==> src/rtl/mcu_mem_pkg.sv <==
// Shared types and constants for the cache-to-memory responder.
// Holds the responder state enum, burst/counter/word widths and default read latency.
package mcu_mem_pkg;

  typedef enum logic [2:0] {
    IDLE,
    ACK,
    RD_WAIT,
    RD_B0,
    RD_B1,
    WR,
    DROP,
    HOLD
  } state_e;

  localparam int BURST_LEN  = 2;
  localparam int CNT_W      = 4;
  localparam int WORD_W     = 32;
  localparam int RD_LAT_DEF = 4;

endpackage

==> src/rtl/mcu_rd_sched.sv <==
// Read scheduler: counts from the ACK cycle, fires the two backing-store read
// strobes and a one-cycle-late capture strobe for each burst beat.
// Ports: MCU_CLK, RST, act (read in flight), re0/re1 (strobe on A / A^1), cap.
module mcu_rd_sched
  import mcu_mem_pkg::*;
#(
  parameter int RD_LAT = RD_LAT_DEF
) (
  input  logic MCU_CLK,
  input  logic RST,
  input  logic act,
  output logic re0,
  output logic re1,
  output logic cap
);

  localparam logic [CNT_W-1:0] ONE = CNT_W'(1);
  localparam logic [CNT_W-1:0] C_RE0 = CNT_W'(RD_LAT - 2);
  localparam logic [CNT_W-1:0] C_RE1 = CNT_W'(RD_LAT - 1);

  logic [CNT_W-1:0] cnt_q, cnt_d;
  logic             cap_q, cap_d;

  always_comb begin
    cnt_d = '0;
    if (act) cnt_d = cnt_q + ONE;
    re0   = act && (cnt_q == C_RE0);
    re1   = act && (cnt_q == C_RE1);
    // store data lands one cycle after each strobe
    cap_d = re0 || re1;
  end

  always_ff @(posedge MCU_CLK or posedge RST) begin
    if (RST) begin
      cnt_q <= '0;
      cap_q <= 1'b0;
    end else begin
      cnt_q <= cnt_d;
      cap_q <= cap_d;
    end
  end

  assign cap = cap_q;

endmodule

==> src/rtl/mcu_mem_responder.sv <==
// Responder end of the cache-to-memory interface: acks requests, returns a
// critical-word-first 2-beat read burst, commits writes, arbitrates with DMA.
// Ports: mem_* cache side, dma_* grant/hold, bk_* backing SRAM.
// Optional stats counters enabled by MCU_MEM_RESPONDER_STATS_EN.
module mcu_mem_responder
  import mcu_mem_pkg::*;
#(
  parameter int ADDR_W    = 16,
  parameter int RD_LAT    = RD_LAT_DEF,
  parameter int BK_RD_LAT = 1
) (
  input  logic              MCU_CLK,
  input  logic              RST,
  input  logic [31:0]       mem_addr,
  input  logic              mem_we,
  input  logic              mem_do_act,
  input  logic [31:0]       mem_dataintomem,
  output logic              mem_ack,
  output logic [31:0]       mem_datafrommem,
  output logic              dma_mcu_access,
  input  logic              dma_hold,
  output logic              dma_held,
  output logic [ADDR_W-1:0] bk_addr,
  output logic              bk_re,
  output logic              bk_we,
  output logic [31:0]       bk_wdata,
`ifdef MCU_MEM_RESPONDER_STATS_EN
  output logic [15:0]       stat_rd,
  output logic [15:0]       stat_wr,
  input  logic              stat_clr,
`endif
  input  logic [31:0]       bk_rdata
);

  if (RD_LAT < 2 || RD_LAT > 15) begin : g_bad_lat
    $error("RD_LAT must be in 2..15");
  end
  if (BK_RD_LAT != 1) begin : g_bad_bk
    $error("BK_RD_LAT must be 1");
  end

  state_e              state_q, state_d;
  logic [ADDR_W-1:0]   addr_q, addr_d;
  logic [WORD_W-1:0]   wdata_q, wdata_d;
  logic [WORD_W-1:0]   rdata_q, rdata_d;
  logic                held_q, held_d;
  logic                acc_q, acc_d;
  logic                rd_act, re0, re1, cap;
  logic [31-ADDR_W:0]  unused_addr;

  assign unused_addr = mem_addr[31:ADDR_W];

  mcu_rd_sched #(
    .RD_LAT(RD_LAT)
  ) u_sched (
    .MCU_CLK(MCU_CLK),
    .RST    (RST),
    .act    (rd_act),
    .re0    (re0),
    .re1    (re1),
    .cap    (cap)
  );

  always_comb begin
    state_d  = state_q;
    addr_d   = addr_q;
    wdata_d  = wdata_q;
    rdata_d  = rdata_q;
    mem_ack  = 1'b0;
    rd_act   = 1'b0;
    bk_re    = 1'b0;
    bk_we    = 1'b0;
    bk_addr  = '0;
    bk_wdata = '0;
    unique case (state_q)
      IDLE: begin
        if (mem_do_act && acc_q) state_d = ACK;
        else if (dma_hold)       state_d = HOLD;
      end
      ACK: begin
        mem_ack = 1'b1;
        addr_d  = mem_addr[ADDR_W-1:0];
        wdata_d = mem_dataintomem;
        rd_act  = !mem_we;
        state_d = mem_we ? WR : RD_WAIT;
      end
      RD_WAIT: begin
        rd_act = 1'b1;
        if (re1) state_d = RD_B0;
      end
      RD_B0: state_d = RD_B1;
      RD_B1: state_d = DROP;
      WR: begin
        bk_we    = 1'b1;
        bk_addr  = addr_q;
        bk_wdata = wdata_q;
        state_d  = DROP;
      end
      DROP: begin
        // refractory: a still-high request must not be re-acked
        if (!mem_do_act) state_d = IDLE;
      end
      HOLD: begin
        if (!dma_hold) state_d = IDLE;
      end
      default: state_d = IDLE;
    endcase
    // with RD_LAT=2 the first strobe is in ACK, before addr_q is loaded
    if (re0) begin
      bk_re   = 1'b1;
      bk_addr = (state_q == ACK) ? mem_addr[ADDR_W-1:0] : addr_q;
    end else if (re1) begin
      bk_re   = 1'b1;
      bk_addr = {addr_q[ADDR_W-1:1], ~addr_q[0]};
    end
    if (cap) rdata_d = bk_rdata;
    held_d = (state_q == HOLD) && dma_hold;
    acc_d  = !held_d;
  end

  always_ff @(posedge MCU_CLK or posedge RST) begin
    if (RST) begin
      state_q <= IDLE;
      addr_q  <= '0;
      wdata_q <= '0;
      rdata_q <= '0;
      held_q  <= 1'b0;
      acc_q   <= 1'b1;
    end else begin
      state_q <= state_d;
      addr_q  <= addr_d;
      wdata_q <= wdata_d;
      rdata_q <= rdata_d;
      held_q  <= held_d;
      acc_q   <= acc_d;
    end
  end

  assign mem_datafrommem = rdata_q;
  assign dma_held        = held_q;
  assign dma_mcu_access  = acc_q;

`ifdef MCU_MEM_RESPONDER_STATS_EN
  logic [15:0] stat_rd_q, stat_rd_d;
  logic [15:0] stat_wr_q, stat_wr_d;

  always_comb begin
    stat_rd_d = stat_rd_q;
    stat_wr_d = stat_wr_q;
    if (stat_clr) begin
      stat_rd_d = '0;
      stat_wr_d = '0;
    end else if (state_q == ACK) begin
      if (mem_we) begin
        if (stat_wr_q != 16'hFFFF) stat_wr_d = stat_wr_q + 16'd1;
      end else begin
        if (stat_rd_q != 16'hFFFF) stat_rd_d = stat_rd_q + 16'd1;
      end
    end
  end

  always_ff @(posedge MCU_CLK or posedge RST) begin
    if (RST) begin
      stat_rd_q <= '0;
      stat_wr_q <= '0;
    end else begin
      stat_rd_q <= stat_rd_d;
      stat_wr_q <= stat_wr_d;
    end
  end

  assign stat_rd = stat_rd_q;
  assign stat_wr = stat_wr_q;
`endif

endmodule
==> config.mk <==
export PLATFORM = sky130hd
export DESIGN_NAME = mcu_mem_responder
export DESIGN_NICKNAME = d
export VERILOG_FILES = /design/src/rtl/mcu_mem_pkg.sv /design/src/rtl/mcu_rd_sched.sv /design/src/rtl/mcu_mem_responder.sv
export SDC_FILE = /design/constraint.sdc
export NUM_CORES = 1
export LEC_CHECK = 0
export BUFFER_PORTS_ARGS = -buffer_cell sky130_fd_sc_hd__buf_4
export CAP_MARGIN = 20
export CELL_PAD_IN_SITES_DETAIL_PLACEMENT = 0
export CELL_PAD_IN_SITES_GLOBAL_PLACEMENT = 1
export CORE_ASPECT_RATIO = 1.25
export CORE_UTILIZATION = 36
export DETAILED_ROUTE_END_ITERATION = 16
export HOLD_SLACK_MARGIN = 0.08
export PLACE_DENSITY = 0.81
export SLEW_MARGIN = 20
export SYNTH_ARGS = -nofsm -noshare
export SYNTH_HDL_FRONTEND = slang
export SYNTH_SLANG_ARGS = --single-unit
export TNS_END_PERCENT = 1
==> constraint.sdc <==
create_clock -name MCU_CLK -period 2.83 [get_ports MCU_CLK]
set_input_delay 0.283 -clock MCU_CLK [delete_from_list [all_inputs] [get_ports MCU_CLK]]
set_output_delay 0.283 -clock MCU_CLK [all_outputs]
set_load 0.02 [all_outputs]
### Word level (Yosys, flattened, before mapping)

Index checks and enable logic that the tools add are counted.

| storage, ports and cells | value |
|---|---|
| output and inout port bits | 85 |
| input port bits | 101 |
| bits in registers | 90 |
| word-level logic and storage cells | 51 |

| operators by class | value |
|---|---|
| add/sub/neg operators | 1 |
| equality and inequality tests | 13 |
| multiplexer cells | 18 |
| reductions and logical operators | 10 |
| bitwise logic cells | 1 |

Operators with widths:

| kind | count |
|---|---|
| $mux 16 | 4 |
| $mux 32 | 1 |
| $pmux 3 s7 | 1 |
| $mux 3 | 6 |
| $eq 3x3->1 const B | 4 |
| $eq 4x2->1 const B | 2 |
| $eq 3x2->1 const B | 2 |
| $ne 2x2->1 const B | 3 |
| $add 4x1->4 const B | 1 |
| $logic_and 1x1->1 | 4 |
| $mux 1 | 4 |
| $mux 4 | 1 |
| $reduce_and 4->1 | 1 |
| $eq 3x1->1 const B | 1 |
| $logic_not 3->1 | 1 |
| $ne 3x3->1 const B | 1 |
| $logic_not 1->1 | 2 |
| $pmux 1 s2 | 1 |
| $reduce_or 2->1 | 1 |
| $logic_or 1x1->1 | 1 |
| $not 1->1 | 1 |

### Logic depth before layout (Yosys ltp)

Gate-level depths: netlist (run 1).

| logic depth | value |
|---|---|
| word-level depth | 5 |
| gate-level depth with buffers | 7 |
| mapped depth without buffers | 5 |

### Cells and area by module

From an unflattened synthesis (run 1), not the netlist that was laid out.

| second synthesis, totals | value |
|---|---|
| cells, all modules | 291 |
| area total of the unflattened synthesis | 3,958.8 um^2 |

Modules (own cells, without submodules):

| module | instances | area an instance (um^2) | cells an instance | seq. area each (um^2) |
|---|---|---|---|---|
| mcu_mem_responder | 1 | 3,716.1 | 270 | 2,128.3 |
| mcu_rd_sched | 1 | 242.7 | 21 | 125.1 |

### Worst setup path after synthesis (run 1)

OpenSTA, ideal clock, no wires.

| timing | value |
|---|---|
| path type | reg-to-output |
| start | register state_q[2] |
| end | output port bk_addr[10] |
| setup slack | 0.937 ns |
| stages on the path, launching flop included | 8 |
| data required time | 2.547 ns |
| arrival time | 1.610 ns |
| path buffers | 3 |
| cells stage by stage | dfrtp_1 -> buf_6 -> nor4b_4 -> a21oi_2 -> or2_1 -> buf_6 -> buf_6 -> o2bb2ai_2 |

| between the ends | value |
|---|---|
| cells in the longest elaborated chain, start to end | 5 |
| elaborated cells on any way between the ends | 10 |
| classes of those cells | eq/ne: 3; mux: 5; reduce/logical: 2 |

Ends and longest elaborated chain:

| item | RTL line | source |
|---|---|---|
| start: declaration | mcu_mem_responder.sv:42 | `state_e state_q, state_d;` |
| start signal: assignment | mcu_mem_responder.sv:130 | `state_q <= state_d;` |
| $eq 3x2->1 or $eq 3x1->1 (tied branches) | mcu_mem_responder.sv:75, mcu_mem_responder.sv:111 |  |
| $pmux 1 s2 | mcu_mem_responder.sv:75 | `unique case (state_q)` |
| $logic_and 1x1->1 | mcu_rd_sched.sv:28 | `re1 = act && (cnt_q == C_RE1);` |
| $mux 16 | mcu_mem_responder.sv:112 | `end else if (re1) begin` |
| $mux 16 * | mcu_mem_responder.sv:109 | `if (re0) begin` |
| end: declaration | mcu_mem_responder.sv:23 | `output logic [ADDR_W-1:0] bk_addr,` |

Every way passes the cells marked *; elsewhere a longest branch is shown, timed or not.

### Final worst setup path (run 1)

| timing | value |
|---|---|
| start | register state_q[1] |
| end | output port bk_addr[12] |

The elaborated chain is that of the path after synthesis.

==> results of run 1 <==
[layer usage]
metal / up-vias / share of wire [%] / global-route usage, % / wire, µm
met5: - / 0 / 0 / 0
met4: 0 / 1.2 / 4.20 / 100
met3: 7 / 7.4 / 4.74 / 640
met2: 102 / 52 / 27.0 / 4490
met1: 1375 / 40 / 17.1 / 3440
li1: 1370 / - / - / -
[synthesized netlist by cell type (all sizes together) (2+ instances only)]
library cell	count	area share [%]
clkbuf	5	0.46
and2	32	4.9
and3b	2	0.43
a21oi	5	0.71
nor2	8	0.80
dfrtp	89	55
mux2i	15	3.7
inv	20	1.8
nand2	3	0.28
o2bb2ai	15	4.8
o31ai	2	0.71
or2	2	0.31
buf	14	2.8
mux2	66	18
o21ai	4	0.49
ha	2	0.62
[sequential cells by signal (all words and copies together), names as in the netlist]
name and cells:
wdata_q 32, u_sched.cap 1, dma_held 1, u_sched.cnt_q 4
state_q 3, dma_mcu_access 1, addr_q 16, mem_datafrommem 32
[worst max-delay path, delay by kind of cell, from the launching register on]
family	cells	cell delay (ns)
AO/OA/AOI/OAI	2	0.28
buffers and inverters	2	0.39
flip-flops	1	0.55
AND/OR/NAND/NOR	2	0.66
[kinds of logic after synthesis]
kind of cell | share of synthesized area [%]
XOR/XNOR | 0.431
adder cells (fa/ha/maj) | 0.616
AO/OA/AOI/OAI | 7.85
flip-flops | 55.5
AND/OR/NAND/NOR | 8.47
buffers and inverters | 5.08
multiplexers | 22.1
[cell type report]
cell class | count | area [µm²]
inverters | 20 | 76.3
clock inverters | 6 | 114
multi-input cells | 171 | 1610
flip-flops and latches | 90 | 2250
fillers | 961 | 5210
repair buffers | 179 | 1360
clock buffers | 10 | 239
well taps | 135 | 169
[power groups by stage]
| stage | registers, mW | clock network, mW | logic [mW] |
|---|---|---|---|
| after floorplan | 2.46 | 0 | 1.25 |
| final | 2.26 | 1.38 | 2.20 |
| after detailed placement | 2.29 | 0 | 2.24 |
| after global routing | 2.35 | 1.48 | 2.39 |
| after global placement | 2.25 | 0 | 2.18 |
| after CTS | 2.27 | 1.42 | 2.24 |
[worst max path at each step]
| stage | start | to | cells after the start |
|---|---|---|---|
| detailed placement | state_q[1]$_DFFE_PP0P_ | bk_addr[12] | 6 |
| CTS | state_q[1]$_DFFE_PP0P_ | bk_addr[12] | 6 |
| global placement | state_q[1]$_DFFE_PP0P_ | bk_addr[1] | 6 |
| finish | state_q[1]$_DFFE_PP0P_ | bk_addr[12] | 6 |
| floorplan | RST | addr_q[0]$_DFF_PP0_ | 1 |
| global route | state_q[1]$_DFFE_PP0P_ | bk_addr[2] | 6 |
[per-stage QoR]
stage | instances | hold slack [ns]
finish | 611 | 0.164
global route | 611 | 0.156
CTS | 611 | 0.150
detailed placement | 594 | 0.422
global placement | 594 | 0.411
floorplan | 300 | 0.418
==> flow_summary.toml, run 1 <==
[worst_setup_path]
r2r_slack_ns = 1.08
path_common_cell = "buf_4"
start_kind = "flip-flop"
r2r_cells = 4
worst_path_max_delay_cell = "dfrtp_1"
cp.required_ns = 2.55
arrival_ns = 2.23
slowest_delay_ns = 0.55
cp_max_fo = 13
r2r_end = "wdata_q[13]$_DFFE_PP0N_"
crit_type = "reg -> out"
worstPathCellList = "nor4b_4, a21oi_2, or2_1, buf_4, o2bb2ai_2, buf_4"
rr_startpoint = "state_q[0]$_DFFE_PP0P_"
critPathCaptureType = "primary output"

[pwr]
power_mw = 5.84
p_clk_share_pct = 23.6
switching_share_pct = 33.1
p_seq_share_pct = 38.8
irDropWorstVdd_mv = 0.528
comb_power_share_pct = 37.7
p_sw_mw = 1.93
leakage_nw = 2.82
powerDensity_mw_per_mm2 = 1000
p_int_mw = 3.91

[clocking]
cts_resized = 0
clkTransAtPathRegs_ns = 0.06
root_buffer = "clkbuf_16"
hold_buffers = 1
clock_path_buffers = 2
cts_setup_buffers = 0
clock_latency_ns = 0.33
numCtsBuffers = 9
cts_tree = "done"
h-tree-depth = 3
clock-sinks = 90

[route]
ant_nets = 0
drtIter0Drc = 106
vias = 2854
drc = 0
dr.pass1.iters = 4
wl_per_cell_um = 14.2
drt_wl_total_mm = 8.67
drt-vias-per-instance = 4.67

[timing]
worst_pin_slew_ns = 0.673
grt_setup_unrepaired = "false"
slew_violations = 0
slew-limit-headroom_pct = 55.1
finalCritPeriodShare_pct = 88.8
finalHoldViolCount = 0
finalCriticalPeriod_ns = 2.51
tns_ns = 0
setup_violations = 0
fin_skew_ns = 0.00449
fmax_ghz = 0.398
setup_slack_ns = 0.318

[final_layout]
layout_common_cells = "buf_4 (177), dfrtp_1 (89), mux2_2 (50)"
drive_above_1_share_pct = 55.7
area_growth_pct = 43.2
nets = 574
design_area_mm2 = 0.00582
final_common_cell = "buf_4"
post-route-util_pct = 52.8
antennaDiodeCount = 0

[place]
dpl_cell_area_mm2 = 0.00546
gp_congestion = 0.667
dpl.hpwl_mm = 6.48
post-place-ws_ns = 0.649
port_buffers = 169

[logic_synthesis]
ys_seq_area_share_pct = 55.5
ys.flop_type = "dfrtp_1"
syn_area_mm2 = 0.00406
ys.warnings.count = 0
syn_inst = 300
synth_cell_types = 43
syn_nets = 403
ys_async_sr_fraction_pct = 100
ys_ff_latch = 90
avgSynthCellArea_um2 = 13.5
synth_edf_count = 0

[grt]
grt_overflow = 0
grt_pass1_vias = 2943
antenna_found_initial = 0
grt_max_degree = 54
grt_pass1_wl_mm = 14.0
grt_usage_pct = 15.0

[die]
start_util_pct = 36.8
dieArea_mm2 = 0.0117
boundaryPins = 186
core.rowCount = 43
core_mm2 = 0.0110
die_h_um = 121
die_x_um = 97.0

[outcome]
outcome = "completed"

[worst_hold_path]
hold_path.startpoint = "mem_dataintomem[30]"
min_to = "wdata_q[30]$_DFFE_PP0N_"
min_path_type = "in -> reg"
hold-path-cell-count = 2

[job]
drv_cap = 0
Power figures use the tool's default switching activity.
==> run 2: changes to the inputs <==
- BUFFER_PORTS_ARGS: -buffer_cell sky130_fd_sc_hd__buf_4 -> -buffer_cell sky130_fd_sc_hd__buf_2
==> run 2 against run 1 <==
Effect of this change:
- routed wire length down 5.4%
- sequential cell count unchanged
- core utilization down 4.2 points
- final cell count unchanged
- largest cell class unchanged
==> flow_summary.toml, run 2 (synthesized netlist as in run 1, its figures left out) <==
[clocking]
hold_buffers = 1
clkTransAtPathRegs_ns = 0.06
numCtsBuffers = 9
clock_path_buffers = 2
h-tree-depth = 3
cts_setup_buffers = 0
clock-sinks = 90
cts_resized = 0
clock_latency_ns = 0.33
root_buffer = "clkbuf_16"
cts_tree = "done"

[outcome]
outcome = "completed"

[route]
drt-vias-per-instance = 4.64
dr.pass1.iters = 4
drtIter0Drc = 60
ant_nets = 0
wl_per_cell_um = 13.4
vias = 2838
drc = 0
drt_wl_total_mm = 8.20

[die]
core.rowCount = 43
core_mm2 = 0.0110
boundaryPins = 186
die_h_um = 121
die_x_um = 97.0
start_util_pct = 36.8
dieArea_mm2 = 0.0117

[pwr]
p_seq_share_pct = 41.2
p_clk_share_pct = 22.7
comb_power_share_pct = 36.2
powerDensity_mw_per_mm2 = 1030
p_sw_mw = 1.88
leakage_nw = 2.72
p_int_mw = 3.62
switching_share_pct = 34.2
irDropWorstVdd_mv = 0.505

[grt]
grt_max_degree = 54
grt_overflow = 0
antenna_found_initial = 0
grt_usage_pct = 14.6
grt_pass1_vias = 2887
grt_pass1_wl_mm = 13.5

[timing]
slew-limit-headroom_pct = 56.2
finalHoldViolCount = 0
setup_violations = 0
fmax_ghz = 0.383
grt_setup_unrepaired = "false"
worst_pin_slew_ns = 0.657
setup_slack_ns = 0.217
finalCritPeriodShare_pct = 92.3
tns_ns = 0
slew_violations = 0
fin_skew_ns = 0.00451
finalCriticalPeriod_ns = 2.61

[final_layout]
drive_above_1_share_pct = 54.8
final_common_cell = "buf_2"
seq_area_mm2 = 0.00225
nets = 574
nFillCells = 1021
layout_common_cells = "buf_2 (169), dfrtp_1 (89), mux2_2 (50)"
antennaDiodeCount = 0
area_growth_pct = 31.9
multi_input_area_mm2 = 0.00161
stdcell_count = 611

[worst_setup_path]
critPathCaptureType = "primary output"
crit_type = "reg -> out"
critPathLaunch = "state_q[2]$_DFFE_PP0P_"
r2r_cells = 5
cp.required_ns = 2.55
r2r_slack_ns = 0.91
rr_startpoint = "state_q[0]$_DFFE_PP0P_"
arrival_ns = 2.33
cp_max_fo = 14
r2r_end = "wdata_q[4]$_DFFE_PP0N_"
start_kind = "flip-flop"

[worst_hold_path]
min_path_type = "in -> reg"
hold-path-cell-count = 2
min_to = "mem_datafrommem[17]$_DFFE_PP0P_"
hold_path.startpoint = "bk_rdata[17]"

[place]
dpl.hpwl_mm = 6.11
post-place-ws_ns = 0.547
port_buffers = 169
dp.cells = 594
gp_congestion = 0.763

[job]
drv_cap = 0
-- run 2: critical path: stages, from the launching register on --
cell and delay, ns:
dfrtp_1 0.58, nor2_2 0.14, a21oi_2 0.32, or2_1 0.20, buf_4 0.27, mux2_4 0.33
buf_2 0.16
-- run 2: stage by stage --
step                      hold slack, ns  total power [mW]  area, µm²  util, %
after floorplan                    0.418              3.71       4060        -
after CTS                          0.153              5.58       5360     48.6
final                              0.166              5.50       5360     48.6
after detailed placement           0.399              4.30       5030     45.6
after global placement             0.386              4.20       5030     45.6
after global routing               0.161              5.88       5360     48.6
-- run 2: cell type report --
| class | count | share of cell area, % |
|---|---|---|
| timing repair buffer | 179 | 17.5 |
| clock inverter | 2 | 1.12 |
| clock buffer | 14 | 4.74 |
| multi-input combinational | 171 | 30.0 |
| sequential | 90 | 42.1 |
| inverter | 20 | 1.42 |
| tap | 135 | 3.15 |
-- run 2: power groups by stage --
stage / Combinational (mW) / Sequential [mW] / Clock, mW
after floorplan: 1.25 / 2.46 / 0
after global placement: 1.96 / 2.24 / 0
after detailed placement: 2.02 / 2.28 / 0
after CTS: 2.03 / 2.27 / 1.28
after global routing: 2.19 / 2.35 / 1.34
final: 1.99 / 2.26 / 1.25
-- run 2: how the worst max path moves through the flow --
stage                     endpoint  slack [ns]  depth (start not counted)
6_report                bk_addr[0]        0.22                          6
5_1_grt                 bk_addr[0]        0.06                          6
4_1_cts                 bk_addr[0]        0.19                          6
3_5_place_dp            bk_addr[0]        0.55                          6
3_3_place_gp            bk_addr[0]        0.59                          6
2_1_floorplan  addr_q[0]$_DFF_PP0_        0.21                          1
-- run 2: per-layer routing --
layer / up-vias / track usage (%) / wire length, µm
li1: 1363 / - / -
met1: 1363 / 17.1 / 3410
met2: 102 / 25.0 / 4160
met3: 10 / 3.47 / 479
met4: 0 / 7.00 / 152
met5: - / 0 / 0
